[config.mk]
export PLATFORM = sky130hd
export DESIGN_NAME = mem_port_ctrl
export DESIGN_NICKNAME = d
export VERILOG_FILES = /design/src/rtl/mem_port_ctrl.sv
export SDC_FILE = /design/constraint.sdc
export NUM_CORES = 1
export LEC_CHECK = 0
export CORE_UTILIZATION = 41
export CTS_CLUSTER_DIAMETER = 40
export CTS_CLUSTER_SIZE = 40
export DETAILED_ROUTE_END_ITERATION = 6
export PLACE_DENSITY = 0.78
export SLEW_MARGIN = 25
export SYNTH_ARGS = -nofsm -noshare
export SYNTH_HDL_FRONTEND = slang
export SYNTH_SLANG_ARGS = --single-unit
[constraint.sdc]
create_clock -name clock -period 2.26 [get_ports clock]
set_input_delay 0.339 -clock clock [delete_from_list [all_inputs] [get_ports clock]]
set_output_delay 0.339 -clock clock [all_outputs]
set_load 0.02 [all_outputs]
[src/rtl/mem_port_ctrl.sv]
// rtl/mem_port_ctrl.sv - load/store initiator with sub-word RMW for a single-port RAM
// Optional MEM_PORT_MISALIGN_CHK_EN: misalignment detection and error response.
module mem_port_ctrl #(
    parameter int ADDR_W = 16
) (
    input  logic              clock,
    input  logic              reset_n,
    input  logic              req_valid,
    output logic              req_ready,
    input  logic              req_we,
    input  logic [1:0]        req_size,
    input  logic              req_signed,
    input  logic [ADDR_W+1:0] req_addr,
    input  logic [31:0]       req_wdata,
    output logic              rsp_valid,
    output logic              rsp_err,
    output logic [31:0]       rsp_rdata,
    output logic [ADDR_W-1:0] mem_address,
    output logic [31:0]       mem_data,
    output logic              mem_wren,
    input  logic [31:0]       mem_q
);

    typedef enum logic [2:0] {IDLE, ACCESS, LOAD_WAIT, MERGE, WRITE} state_t;

    localparam logic [1:0] SZ_BYTE = 2'b00;
    localparam logic [1:0] SZ_HALF = 2'b01;
    localparam logic [1:0] SZ_WORD = 2'b10;

    state_t            state_q, state_d;
    logic              we_q, we_d;
    logic [1:0]        size_q, size_d;
    logic              sgn_q, sgn_d;
    logic [1:0]        lane_q, lane_d;
    logic [ADDR_W-1:0] mem_address_q, mem_address_d;
    logic [31:0]       mem_data_q, mem_data_d;
    logic              mem_wren_q, mem_wren_d;
    logic              rsp_valid_q, rsp_valid_d;
    logic              rsp_err_q, rsp_err_d;
    logic [31:0]       rsp_rdata_q, rsp_rdata_d;

    logic [1:0]        size_eff;
    logic              misalign;
    logic [7:0]        byte_sel;
    logic [15:0]       half_sel;
    logic [31:0]       load_val;
    logic [31:0]       merged;

    assign req_ready   = (state_q == IDLE) && reset_n;
    assign rsp_valid   = rsp_valid_q;
    assign rsp_err     = rsp_err_q;
    assign rsp_rdata   = rsp_rdata_q;
    assign mem_address = mem_address_q;
    assign mem_data    = mem_data_q;
    assign mem_wren    = mem_wren_q;

`ifdef MEM_PORT_MISALIGN_CHK_EN
    assign size_eff = req_size;
    assign misalign = (req_size == 2'b11)
                   || (req_size == SZ_HALF && req_addr[0])
                   || (req_size == SZ_WORD && req_addr[1:0] != 2'b00);
`else
    assign size_eff = (req_size == 2'b11) ? SZ_WORD : req_size;
    assign misalign = 1'b0;
`endif

    // Lane extraction and merge both work on the word the RAM just returned.
    always_comb begin
        byte_sel = 8'h00;
        case (lane_q)
            2'd0: byte_sel = mem_q[7:0];
            2'd1: byte_sel = mem_q[15:8];
            2'd2: byte_sel = mem_q[23:16];
            default: byte_sel = mem_q[31:24];
        endcase
        half_sel = lane_q[1] ? mem_q[31:16] : mem_q[15:0];
        case (size_q)
            SZ_BYTE: load_val = {{24{sgn_q & byte_sel[7]}}, byte_sel};
            SZ_HALF: load_val = {{16{sgn_q & half_sel[15]}}, half_sel};
            default: load_val = mem_q;
        endcase
        merged = mem_q;
        if (size_q == SZ_BYTE)
            merged[{lane_q, 3'b000} +: 8] = mem_data_q[7:0];
        else
            merged[{lane_q[1], 4'b0000} +: 16] = mem_data_q[15:0];
    end

    always_comb begin
        state_d       = state_q;
        we_d          = we_q;
        size_d        = size_q;
        sgn_d         = sgn_q;
        lane_d        = lane_q;
        mem_address_d = mem_address_q;
        mem_data_d    = mem_data_q;
        mem_wren_d    = 1'b0;
        rsp_valid_d   = 1'b0;
        rsp_err_d     = 1'b0;
        rsp_rdata_d   = rsp_rdata_q;
        case (state_q)
            IDLE: begin
                if (req_valid) begin
                    if (misalign) begin
                        rsp_valid_d = 1'b1;
                        rsp_err_d   = 1'b1;
                        rsp_rdata_d = 32'h0;
                    end else begin
                        state_d       = ACCESS;
                        we_d          = req_we;
                        size_d        = size_eff;
                        sgn_d         = req_signed;
                        lane_d        = req_addr[1:0];
                        mem_address_d = req_addr[ADDR_W+1:2];
                        mem_data_d    = req_wdata;
                        mem_wren_d    = req_we && (size_eff == SZ_WORD);
                    end
                end
            end
            ACCESS: begin
                if (we_q && size_q == SZ_WORD) begin
                    rsp_valid_d = 1'b1;
                    rsp_rdata_d = 32'h0;
                    state_d     = IDLE;
                end else if (!we_q) begin
                    state_d = LOAD_WAIT;
                end else begin
                    state_d = MERGE;
                end
            end
            LOAD_WAIT: begin
                rsp_valid_d = 1'b1;
                rsp_rdata_d = load_val;
                state_d     = IDLE;
            end
            MERGE: begin
                mem_data_d = merged;
                mem_wren_d = 1'b1;
                state_d    = WRITE;
            end
            WRITE: begin
                rsp_valid_d = 1'b1;
                rsp_rdata_d = 32'h0;
                state_d     = IDLE;
            end
            default: state_d = IDLE;
        endcase
    end

    always_ff @(posedge clock) begin
        if (!reset_n) begin
            state_q       <= IDLE;
            we_q          <= 1'b0;
            size_q        <= 2'b00;
            sgn_q         <= 1'b0;
            lane_q        <= 2'b00;
            mem_address_q <= '0;
            mem_data_q    <= 32'h0;
            mem_wren_q    <= 1'b0;
            rsp_valid_q   <= 1'b0;
            rsp_err_q     <= 1'b0;
            rsp_rdata_q   <= 32'h0;
        end else begin
            state_q       <= state_d;
            we_q          <= we_d;
            size_q        <= size_d;
            sgn_q         <= sgn_d;
            lane_q        <= lane_d;
            mem_address_q <= mem_address_d;
            mem_data_q    <= mem_data_d;
            mem_wren_q    <= mem_wren_d;
            rsp_valid_q   <= rsp_valid_d;
            rsp_err_q     <= rsp_err_d;
            rsp_rdata_q   <= rsp_rdata_d;
        end
    end

endmodule

=== Word level (Yosys, flattened, before mapping) ===
Index checks and enable logic that the tools add are counted.

* Register bits after elaboration: 91
* Input port bits: 89
* Output and inout port bits: 84
* Word-level logic and storage cells: 61

* $add $sub $neg: 2
* Equal/unequal tests: 12
* Shifts and indexed selects: 4
* Mux-type cells: 19
* Bitwise logic cells: 2
* Reductions and logical operators: 12

{| class="wikitable"
|+ Operators with widths
! kind !! number
|-
| $pmux 32 s2 || 2
|-
| $mux 32 || 3
|-
| $pmux 32 s3 || 1
|-
| $bwmux 32 || 2
|-
| $shift 16x7->32 const A || 1
|-
| $shift 8x7->32 const A || 1
|-
| $shiftx 16x7->32 || 1
|-
| $shiftx 8x7->32 || 1
|-
| $pmux 8 s3 || 1
|-
| $mux 16 || 1
|-
| $neg 5->7 || 2
|-
| $pmux 3 s3 || 1
|-
| $eq 2x2->1 const B || 4
|-
| $eq 3x2->1 const B || 2
|-
| $reduce_and 2->1 || 3
|-
| $eq 2x1->1 const B || 2
|-
| $logic_not 2->1 || 2
|-
| $mux 2 || 2
|-
| $ne 2x2->1 const B || 2
|-
| $pmux 1 s2 || 2
|-
| $eq 3x1->1 const B || 1
|-
| $eq 3x3->1 const B || 1
|-
| $logic_and 1x1->1 || 3
|-
| $logic_not 3->1 || 1
|-
| other kinds (6) || 9
|}

=== Longest topological paths before layout ===
* Word-level depth: 6
* Gate-level depth with buffers: 9
* Depth with buffers taken out: 6

=== Worst setup path before layout ===
No wires, ideal clock.

* Kind: register to register
* From: register lane_q[1]
* To: register mem_data_q[24], in the netlist mem_data[24]
* Library setup time: 0.086 ns
* Arrival: 2.206 ns
* Required time: 2.174 ns
* Setup slack: -0.031 ns
* Cell stages (with the launch flop): 10
* Path buffers: 3
* Period minus slack after synthesis: 2.291 ns
* Cell sequence: dfxtp_1 > buf_2 > buf_2 > inv_1 > ha_1 > buf_4 > nand2b_1 > nor3_1 > a221oi_1 > a211oi_1

* Word-level cells in the longest chain between the ends: 5
* Elaborated cells between the ends (all ways): 10
* Classes of those cells: 2 x add/sub; 4 x shift; 4 x mux

{| class="wikitable"
|+ RTL lines
! what !! RTL line !! text
|-
| start: declaration || 34 || <nowiki>logic [1:0] lane_q, lane_d;</nowiki>
|-
| start signal: assignment || 168 || <nowiki>lane_q <= lane_d;</nowiki>
|-
| $neg 5->7 (on tied branches) || 86, 84 ||
|-
| $shiftx 16x7->32, or another cell as far along || 86 || <nowiki>merged[{lane_q[1], 4'b0000} +: 16] = mem_data_q[15:0];</nowiki>
|-
| $bwmux 32 (on tied branches) || 86, 84 ||
|-
| $mux 32 (*) || 83 || <nowiki>if (size_q == SZ_BYTE)</nowiki>
|-
| $pmux 32 s2 (*) || 101 || <nowiki>case (state_q)</nowiki>
|-
| end signal: assignment || 170 || <nowiki>mem_data_q <= mem_data_d;</nowiki>
|-
| end: declaration || 36 || <nowiki>logic [31:0] mem_data_q, mem_data_d;</nowiki>
|}

Mark *: on every way between the ends. The rest lies on a longest branch, timed or not.
A chain may end at the register's enable or synchronous reset.

=== Final worst setup path ===
* From: register lane_q[0]
* To: register mem_data_q[19], in the netlist mem_data[19]

* Word-level cells in the longest chain between the ends: 5
* Elaborated cells between the ends (all ways): 6
* Classes of those cells: 1 x add/sub; 2 x shift; 3 x mux

{| class="wikitable"
|+ RTL lines
! what !! RTL line !! text
|-
| $neg 5->7 (*) || 84 || <nowiki>merged[{lane_q, 3'b000} +: 8] = mem_data_q[7:0];</nowiki>
|-
| $shiftx 8x7->32 or $shift 8x7->32 (tied branches) || 84 ||
|-
| $bwmux 32 (*) || 84 ||
|-
| $mux 32 (*) || 83 ||
|-
| $pmux 32 s2 (*) || 101 ||
|}

Marked as above.

==> key figures <==
Status
  – Status: completed

Clocking
  – Clock Sinks: 91
  – Max clock buf depth: 2
  – Reg clk slew, reported paths: 0.07 ns
  – CTS buffer count: 9
  – Hold buffer count at CTS: 0
  – Clk root buf: clkbuf_16
  – Post-CTS setup buffer count: 0
  – Clk_lat worst skew: 0.35 ns
  – CTS resizes: 0
  – CTS H-tree lvls: 3
  – CTS tree: done

Die
  – Initial core utilization: 42.88%
  – Die Span Y: 109.4 um
  – Die Area: 0.01197 mm^2
  – Die span in x: 109.4 um
  – IO Pins: 173
  – Core Area: 0.01103 mm^2
  – Site row count: 38

Global route
  – Tot GR Track Use: 26.62%
  – Initial antenna violation count: 0
  – Vias in the first global route: 4652
  – Largest net degree at the start of global routing: 35
  – GRT overflow: 0
  – First-pass GRT wire length: 24160 um

Route
  – Vias per cell: 5.972
  – WL final: 16070 um
  – Antenna Nets Post-Route: 0
  – Pre-Repair DR Iteration Count: 5
  – Avg WL per Cell: 19.50 um
  – Drt initial violations: 429
  – Remaining DRCs: 0
  – Via Count: 4921

Synth
  – Yosys top cell area share: 38.52%
  – Synth area leaders: dfxtp_1, a221oi_1, mux2_2
  – Post-synth ARST share: 0%
  – Post-Syn Instances: 522
  – Register area share after synthesis: 38.52%
  – Yosys top cell by area: dfxtp_1
  – Syn Nets: 617
  – Post-synth EDFFs: 0
  – Post-synth top flop: dfxtp_1
  – YS warnings: 0
  – Syn avg cell area: 9.060 um^2
  – Yosys cell types: 59
  – Seq cells post-synth: 91
  – Synth Cell Area: 0.004730 mm^2

Worst setup path
  – Nature of the critical path endpoint: flip-flop
  – Worst setup SP type: flip-flop
  – CP required: 2.47 ns
  – Worst reg2reg startpoint: lane_q[0]$_SDFFE_PN0P_
  – RR Endpoint: mem_data[19]$_SDFFE_PN0P_
  – R2R cell count: 5
  – Worst Setup SP: lane_q[0]$_SDFFE_PN0P_
  – Critical Path Max Stage Delay: 0.59 ns
  – Arr. time, crit path: 2.37 ns
  – CP endpoint: mem_data[19]$_SDFFE_PN0P_
  – Kind of critical path: flip-flop to flip-flop
  – Max FO, Critical Path: 8
  – R2r setup slk: 0.1 ns
  – Worst path slowest cell: a221oi_1
  – CP Cell Sequence: inv_1 > ha_1 > a41o_1 > a221oi_1 > nor2_1

STA
  – Minimum clock period: 2.160 ns
  – Final period utilization: 95.58%
  – Hold Vio Cnt, Final: 0
  – Tightest Pin Transition: 0.6129 ns
  – Final setup violation count: 0
  – Max Clk Rate: 462.9 MHz
  – Final Skew: 0.009909 ns
  – Max-slew violations: 0
  – RSZ-0062 raised after global routing: no
  – Slew margin rel.: 59.14%
  – Setup TNS: 0 ns

Layout
  – Layout net count: 774
  – Non-Filler Instances: 824
  – Share of layout cells above drive strength 1: 11.55%
  – Area Growth Syn to Fin: 45.58%
  – Final instance area: 0.006885 mm^2
  – # fillers: 930
  – Diode count: 0

Placement
  – Port Buffers: 171
  – DP Area: 0.006525 mm^2
  – Dpl cells: 808
  – Post-DP HPWL: 11840 um
  – Final Wtd Congestion: 0.9753

Worst hold path
  – Tightest Hold Check Type: primary input to flip-flop

Power
  – Power per cell area: 651.3 mW/mm^2
  – Leak: 2.589 nW
  – Max VDD drop: 466.2 uV

Job
  – Max-cap violation count: 0
==> per-stage QoR <==
step | hold slack, ns | util (%) | power [W] | setup slack (ns)
detailed placement | 0.4385 | 59.15 | 0.002743 | 0.01859
finish | 0.3165 | 62.42 | 0.004485 | 0.09980
CTS | 0.3098 | 62.31 | 0.004487 | 0.008699
global route | 0.3215 | 62.42 | 0.004641 | 0.009378
floorplan | 0.4570 | - | 0.002290 | 0.06190
global placement | 0.4379 | 59.15 | 0.002724 | 0.2163
==> kinds of logic after synthesis <==
family	synth area share, %
AOI/OAI and AO/OA	31.35
xor gates and xnor gates	0.1852
adders and majority gates	1.587
buffers and inverters	6.137
DFF	38.52
muxes	9.074
other	0.07929
and+or+nand+nor	13.07
==> synthesized netlist by cell type, types with 2 or more instances <==
cell type	count
dfxtp_1	91
nand2_1	62
o21ai_0	36
a221oi_1	35
a21oi_1	32
mux2_2	26
a21boi_0	23
clkbuf_1	21
nor2_1	19
a221o_1	16
buf_2	13
inv_1	10
a211oi_1	9
a21o_1	9
nor3b_1	9
mux2i_1	8
o2bb2ai_1	8
a22oi_1	7
buf_4	6
ha_1	6
nand3_1	6
a31oi_1	5
buf_6	5
mux2_1	5
nand2b_1	5
o211ai_1	5
o21ai_1	4
o22ai_1	4
nor3_1	3
a41o_1	2
and2_1	2
nand3b_1	2
o21a_1	2
==> how the worst min path moves through the flow <==
stage,from,end,depth (start not counted)
global placement,rsp_rdata[8]$_SDFFE_PN0P_,rsp_rdata[8]$_SDFFE_PN0P_,1
detailed placement,rsp_rdata[9]$_SDFFE_PN0P_,rsp_rdata[9]$_SDFFE_PN0P_,1
global route,reset_n,state_q[1]$_SDFFE_PN0P_,3
finish,reset_n,state_q[1]$_SDFFE_PN0P_,3
CTS,reset_n,state_q[1]$_SDFFE_PN0P_,3
floorplan,we_q$_SDFFE_PN0P_,we_q$_SDFFE_PN0P_,2
==> layout by cell type, fill, tap and decap left out, drive strengths merged, types with 4 or more instances in the layout <==
master	instances
a211oi	10
a21boi	23
a21o	9
a21oi	33
a221o	16
a221oi	35
a22oi	7
a31oi	6
buf	22
clkbuf	9
clkdlybuf4s50	169
dfxtp	91
ha	6
inv	12
mux2	31
mux2i	8
nand2	62
nand2b	6
nand3	6
nor2	20
nor3b	9
o211ai	5
o21ai	41
o22ai	4
o2bb2ai	8
==> critical path, delay by kind of cell (launching register included) <==
| family | cells | cell delay, ns |
|---|---|---|
| adders and majority gates | 1 | 0.40 |
| and+or+nand+nor | 1 | 0.08 |
| DFF | 1 | 0.49 |
| buffers and inverters | 1 | 0.13 |
| AOI/OAI and AO/OA | 2 | 0.93 |
==> metal layers <==
metal | part of all wire [%] | GRT usage (%) | wire length, um
met5 | 0 | 0 | 0
met4 | 4.2 | 14.19 | 673
met3 | 9.8 | 5.039 | 1571
met2 | 46 | 42.95 | 7381
met1 | 40 | 33.60 | 6445
==> final cells by class <==
class	instances	area, um^2	area share [%]
tap	140	175.2	2.544
clock buffer	9	225.2	3.271
sequential	91	1822	26.46
clock inverter	7	122.6	1.781
multi-input combinational	374	2629	38.18
inverter	11	41.29	0.5997
timing repair buffer	192	1871	27.17
==> sequential cells by signal, indices dropped and copies added (netlist names) <==
| register | count |
|---|---|
| lane_q | 2 |
| mem_address | 16 |
| mem_data | 32 |
| mem_wren | 1 |
| rsp_rdata | 32 |
| rsp_valid | 1 |
| sgn_q | 1 |
| size_q | 2 |
| state_q | 3 |
| we_q | 1 |
==> where the power goes <==
part	switching (W)	internal [W]	leakage [nW]
combinational	0.000479	0.000473	1.68
clock	0.000673	0.00109	0.163
sequential	0.0000791	0.00169	0.744
Power figures use the tool's default switching activity.
==> RTL edit 1: new RTL, same flow settings <==
The parameter `ADDR_W` goes from 16 to 17.
--- a/src/rtl/mem_port_ctrl.sv
+++ b/src/rtl/mem_port_ctrl.sv
@@ -2,5 +2,5 @@
 // Optional MEM_PORT_MISALIGN_CHK_EN: misalignment detection and error response.
 module mem_port_ctrl #(
-    parameter int ADDR_W = 16
+    parameter int ADDR_W = 17
 ) (
     input  logic              clock,
Interface: changed (resized mem_address and req_addr); port bits go from 173 to 175. The function was not compared with the original's and may differ.
==> RTL edit 1 against the unedited design <==
The run now ends with DRC left. Setup slack better by 0.031 ns. Maximum frequency is 1.5% higher. Global-route usage is 1.8 points higher. Count of clock-buffer cells in the layout is 2 higher. Wire length is 4.1% higher. Non-clock buffer count is 11 higher. Sequential cell count is 1 higher. Synthesized cell count is 1.7% higher. Area after synthesis is 2.0% lower. Total power is 3.5% lower. Cell area is 0.36% lower.
==> RTL edit 1: results (changes against the unedited design) <==
Run status
  • Status: finished with violations (was complete, no violations)
  • Failing checks: DRC

Global routing
  • First-pass GRT wire length: 25500 um (was 24200 um)
  • Largest net degree at the start of global routing: 37 (was 35)
  • Vias in the first global route: 4795 (was 4652)

Yosys
  • Post-Syn Instances: 531 (was 522)
  • Post-synthesis sequential area ratio: 0.397 (was 0.385)
  • Post-synth top cells: dfxtp_1, nand2_1, a21oi_1, o21ai_0, a221o_1 (was dfxtp_1, nand2_1, o21ai_0, a221oi_1, a21oi_1)
  • Syn nets: 627 (was 617)

Placed design
  • Placed insts: 828 (was 808)
  • DP HPWL: 12600 um (was 11800 um)
  • Gp weighted congestion: 0.945 (was 0.975)

Setup path
  • Critical Path AT: 2.42 ns (was 2.37 ns)
  • CP max FO: 16 (was 8)
  • CP max stage cell: a21oi_2 (was a221oi_1)

Routing
  • First drt pass iteration count: 7 (was 5)
  • Starting DRC count in detailed routing: 531 (was 429)
  • Drc violations: 1 (was 0)

Timing
  • Setup Skew: 0.00555 ns (was 0.00991 ns)
  • Slew headroom: 0.547 (was 0.591)

Layout
  • FILL cells: 961 (was 930)
  • Layout cells sized above 1: 0.107 (was 0.115)
  • Layout Nets: 795 (was 774)

Worst hold path
  • Hold_sp: rsp_rdata[14] (was reset_n)
  • Hold Crit Class: reg -> reg (was in -> reg)

Power
  • Max rail drop VDD: 0.341 mV (was 0.466 mV)
  • Psw: 0.00124 W (was 0.00123 W)
RTL edit 1: cell count changes after synthesis, sizes merged, moves of 9 or more:
| cell | unedited run | this run |
|---|---|---|
| a21boi | 23 | 0 |
| a221oi | 35 | 18 |
| a31oi | 6 | 15 |
| mux2 | 31 | 13 |
| inv | 10 | 20 |
| a21oi | 33 | 64 |
| o221ai | 0 | 12 |
RTL edit 1: kinds of logic after synthesis:
family	after synthesis	share of synthesized area
compound gates	222	0.336
mux	19	0.0472
flops	92	0.397
xor+xnor	1	0.00189
fa+ha+maj	6	0.0162
buf+inv	66	0.0661
simple gates	124	0.135
other cells	1	0.000809
RTL edit 1: layout make-up:
| cell class | count | area [sq um] | share of cell area |
|---|---|---|---|
| Sequential cell | 92 | 1840 | 0.268 |
| Timing Repair Buffer | 203 | 1970 | 0.287 |
| Tap cell | 140 | 175 | 0.0255 |
| Clock buffer | 11 | 243 | 0.0354 |
| Inverter | 20 | 75.1 | 0.0109 |
| Clock inverter | 5 | 58.8 | 0.00857 |
| Multi-Input combinational cell | 373 | 2500 | 0.364 |
RTL edit 1: critical path, delay by kind of cell (launching register included):
| family | cells | cell delay [ns] |
|---|---|---|
| adders and majority gates | 1 | 0.41 |
| AOI/OAI and AO/OA | 4 | 1.18 |
| DFF | 1 | 0.33 |
| buffers and inverters | 1 | 0.14 |
RTL edit 1: per-stage QoR:
step                TNS [ns]  power (W)   util  area [sq um]  hold slack (ns)
CTS                        0    0.00433  0.627          6850            0.454
floorplan                  0    0.00231      -          4640            0.450
global placement           0    0.00280  0.599          6550            0.439
finish                     0    0.00433  0.627          6860            0.450
global route               0    0.00450  0.627          6860            0.473
detailed placement    -0.180    0.00282  0.599          6550            0.439
RTL edit 1: worst paths after layout:
check,endpoint,slack (ns),depth (start not counted)
worst max register to register,rsp_rdata[18],0.13,6
worst min register to register,rsp_rdata[14],0.45,1
worst max-delay path,rsp_rdata[18],0.13,6
worst min-delay path,rsp_rdata[14],0.45,1
RTL edit 1: power by group through the flow:
stage	Sequential [W]	Clock, W	Combinational, W
2_1_floorplan	0.00191	0	0.000402
3_3_place_gp	0.00184	0	0.000958
3_5_place_dp	0.00184	0	0.000972
4_1_cts	0.00181	0.00154	0.000975
5_1_grt	0.00182	0.00163	0.00105
6_report	0.00181	0.00153	0.000984
RTL edit 1: what timing repair did:
item                       CTS  global route
hold buffers                 0             0
setup endpoints to repair    1             5
gates resized for setup      1             1
setup buffers                0             0
RTL edit 1: layer usage:
layer	share of wire	track usage	vias up
met5	0	0	-
met4	0.032	0.123	0
met3	0.087	0.0555	44
met2	0.46	0.452	265
met1	0.42	0.373	2389
li1	-	-	2339
==> RTL edit 2: new RTL, config.mk and constraints unchanged <==
Without the edit above. Re-encode `state_t` (5 states) as Gray code, 3 bits wide.
--- a/src/rtl/mem_port_ctrl.sv
+++ b/src/rtl/mem_port_ctrl.sv
@@ -22,5 +22,5 @@
 );
 
-    typedef enum logic [2:0] {IDLE, ACCESS, LOAD_WAIT, MERGE, WRITE} state_t;
+    typedef enum logic [2:0] {IDLE = 3'b000, ACCESS = 3'b001, LOAD_WAIT = 3'b011, MERGE = 3'b010, WRITE = 3'b110} state_t;
 
     localparam logic [1:0] SZ_BYTE = 2'b00;
Formal check against the unedited RTL: same outputs for any inputs over 4 cycles, from zero or initial values and one cycle with reset_n low; so few cycles prove little.
==> RTL edit 2 against the unedited design <==
Area after synthesis grew 0.90%. Sequential cell count did not move. Total power rose by 9.4%. Sequential share of layout area decreased by 0.24 points. Wire length up 5.1%. Cell count increased by 4.4%. Cell area increased by 0.93%. Setup slack improved by 0.040 ns. Non-clock buffer count is 4 higher. Critical path type is now reg -> out. Highest routed layer unchanged.
==> RTL edit 2: results (changes against the unedited design) <==
CTS
  • Total CTS buffers: 9 (unchanged)
  • Clock Root Buffer: clkbuf_16 (unchanged)
  • Clk slew on worst S/H paths: 0.07 ns (about the same)
  • Clock Latency Late Sink: 0.34 ns
  • H-tree level count: 3 (unchanged)
  • Setup bufs post-CTS: 0 (unchanged)
  • Post-CTS Hold Buffers: 0 (unchanged)
  • Max clock buf depth: 2 (unchanged)
  • Resized cells post-CTS: 0 (unchanged)

Layout
  • Inserted Diodes: 0 (unchanged)
  • Layout cells sized above 1: 0.0893 (was 0.115)
  • Layout Nets: 807 (was 774)
  • FILL cells: 993 (was 930)

Routing
  • WL met2: 7610 um (was 7380 um)
  • Total wire length: 16900 um (was 16100 um)
  • Highest routed metal layer: met4 (unchanged)
  • Vias/cell: 6.09 (was 5.97)
  • Routed wl met3: 1660 um (was 1570 um)
  • Starting DRC count in detailed routing: 422 (was 429)
  • First drt pass iteration count: 5 (unchanged)
  • Post-Route M1 WL: 6930 um (was 6450 um)

Placed design
  • DP HPWL: 12600 um (was 11800 um)
  • DP Worst Slack: 0.122 ns (was 0.0186 ns)
  • Gp weighted congestion: 0.950 (was 0.975)
  • Port bufs: 171 (unchanged)

Run status
  • Status: complete, no violations (unchanged)

Yosys
  • Most used DFF post-synth: dfxtp_1 (unchanged)
  • Post-synth top cells: dfxtp_1, nand2_1, o21ai_0, a21oi_1, clkbuf_1 (was dfxtp_1, nand2_1, o21ai_0, a221oi_1, a21oi_1)
  • Syn nets: 652 (was 617)
  • Post-Synth XOR/XNOR Area: 0 (was 0.00185)
  • Ys Warns: 0 (unchanged)
  • Ys async rst share: 0 (unchanged)
  • Mux share of post-synthesis cell area: 0.0425 (was 0.0907)
  • Synth unique cells: 59 (unchanged)
  • Synth Area in Compound Gates: 0.327 (was 0.313)
  • Post-synthesis adder-cell area fraction: 0.0157 (was 0.0159)
  • Post-synthesis sequential area ratio: 0.382 (was 0.385)
  • Synth area leaders: dfxtp_1, nand2_1, o21ai_0 (was dfxtp_1, a221oi_1, mux2_2)

Global routing
  • Initial antenna violation count: 0 (unchanged)
  • Met2 Use GR: 0.448 (was 0.429)
  • M1 GR Usage: 0.358 (was 0.336)
  • First-pass GRT wire length: 25900 um (was 24200 um)
  • Largest net degree at the start of global routing: 45 (was 35)
  • Total global-route track usage: 0.284 (was 0.266)
  • Global Route met3 Usage: 0.0658 (was 0.0504)
  • Vias in the first global route: 5038 (was 4652)

Worst hold path
  • Hold Crit Class: reg -> reg (was in -> reg)
  • Hold Path Depth: 1 (was 3)
  • Hold_sp: rsp_rdata[11] (was reset_n)

Setup path
  • R2R setup slack: 0.16 ns (was 0.1 ns)
  • Worst r2r src: lane_q[1] (was lane_q[0])
  • CP max FO: 10 (was 8)
  • Worst-case reg-to-reg path depth: 7 (was 5)
  • Worst setup path startpoint: state_q[0] (was lane_q[0])

Power
  • Max rail drop VDD: 0.404 mV (was 0.466 mV)
  • Pleak: 2.62 nW (was 2.59 nW)

Timing
  • Final worst-path cycle share: 0.938 (was 0.956)
  • Setup Skew: 0.00680 ns (was 0.00991 ns)
  • Slew headroom: 0.539 (was 0.591)
-- RTL edit 2: cell types whose count changed in the layout (fill, tap and decap cells not counted), moves of 8 or more --
| cell | delta |
|---|---|
| a211oi_1 | -9 |
| a221oi_1 | -19 |
| a22o_1 | +13 |
| and2_1 | +8 |
| mux2_2 | -16 |
| nand2_1 | +23 |
| nand4_1 | +16 |
| nor2_1 | -14 |
| nor2b_1 | +9 |
| nor3b_1 | -9 |
| o211a_1 | +10 |
| o21ai_0 | +8 |
-- RTL edit 2: layout make-up --
cell class                      instances  share of cell area
Clock buffer                           11              0.0349
Sequential cell                        91               0.262
Timing Repair Buffer                  196               0.277
Tap cell                              143              0.0257
Multi-Input combinational cell        405               0.387
Clock inverter                          5             0.00882
Inverter                                9             0.00486
-- RTL edit 2: metrics by stage --
stage	hold WS, ns	std cells	instance area (sq um)
floorplan	0.457	557	4770
global placement	0.448	844	6640
detailed placement	0.443	844	6640
CTS	0.457	860	6940
global route	0.478	860	6950
finish	0.454	860	6950
-- RTL edit 2: power by group --
group          switching, W  internal, W
combinational      0.000792     0.000675
clock              0.000641     0.000894
sequential         0.000153      0.00175
total               0.00159      0.00332
-- RTL edit 2: cell families after synthesis --
logic type,after synthesis
compound gates,217
simple gates,162
flops,91
buf+inv,61
mux,19
fa+ha+maj,6
other cells,1
-- RTL edit 2: worst max-delay path: stages (launching register included) --
cell             delay (ns)
dfxtp_1                0.44
nor2_1                 0.19
nand2_1                0.09
nor2_1                 0.11
clkdlybuf4s50_1        0.61
-- RTL edit 2: path summary, 6_finish.rpt --
path	endpoint
hold reg to reg	rsp_rdata[11]
hold / removal	rsp_rdata[11]
setup / recovery	req_ready
setup reg to reg	mem_data[16]
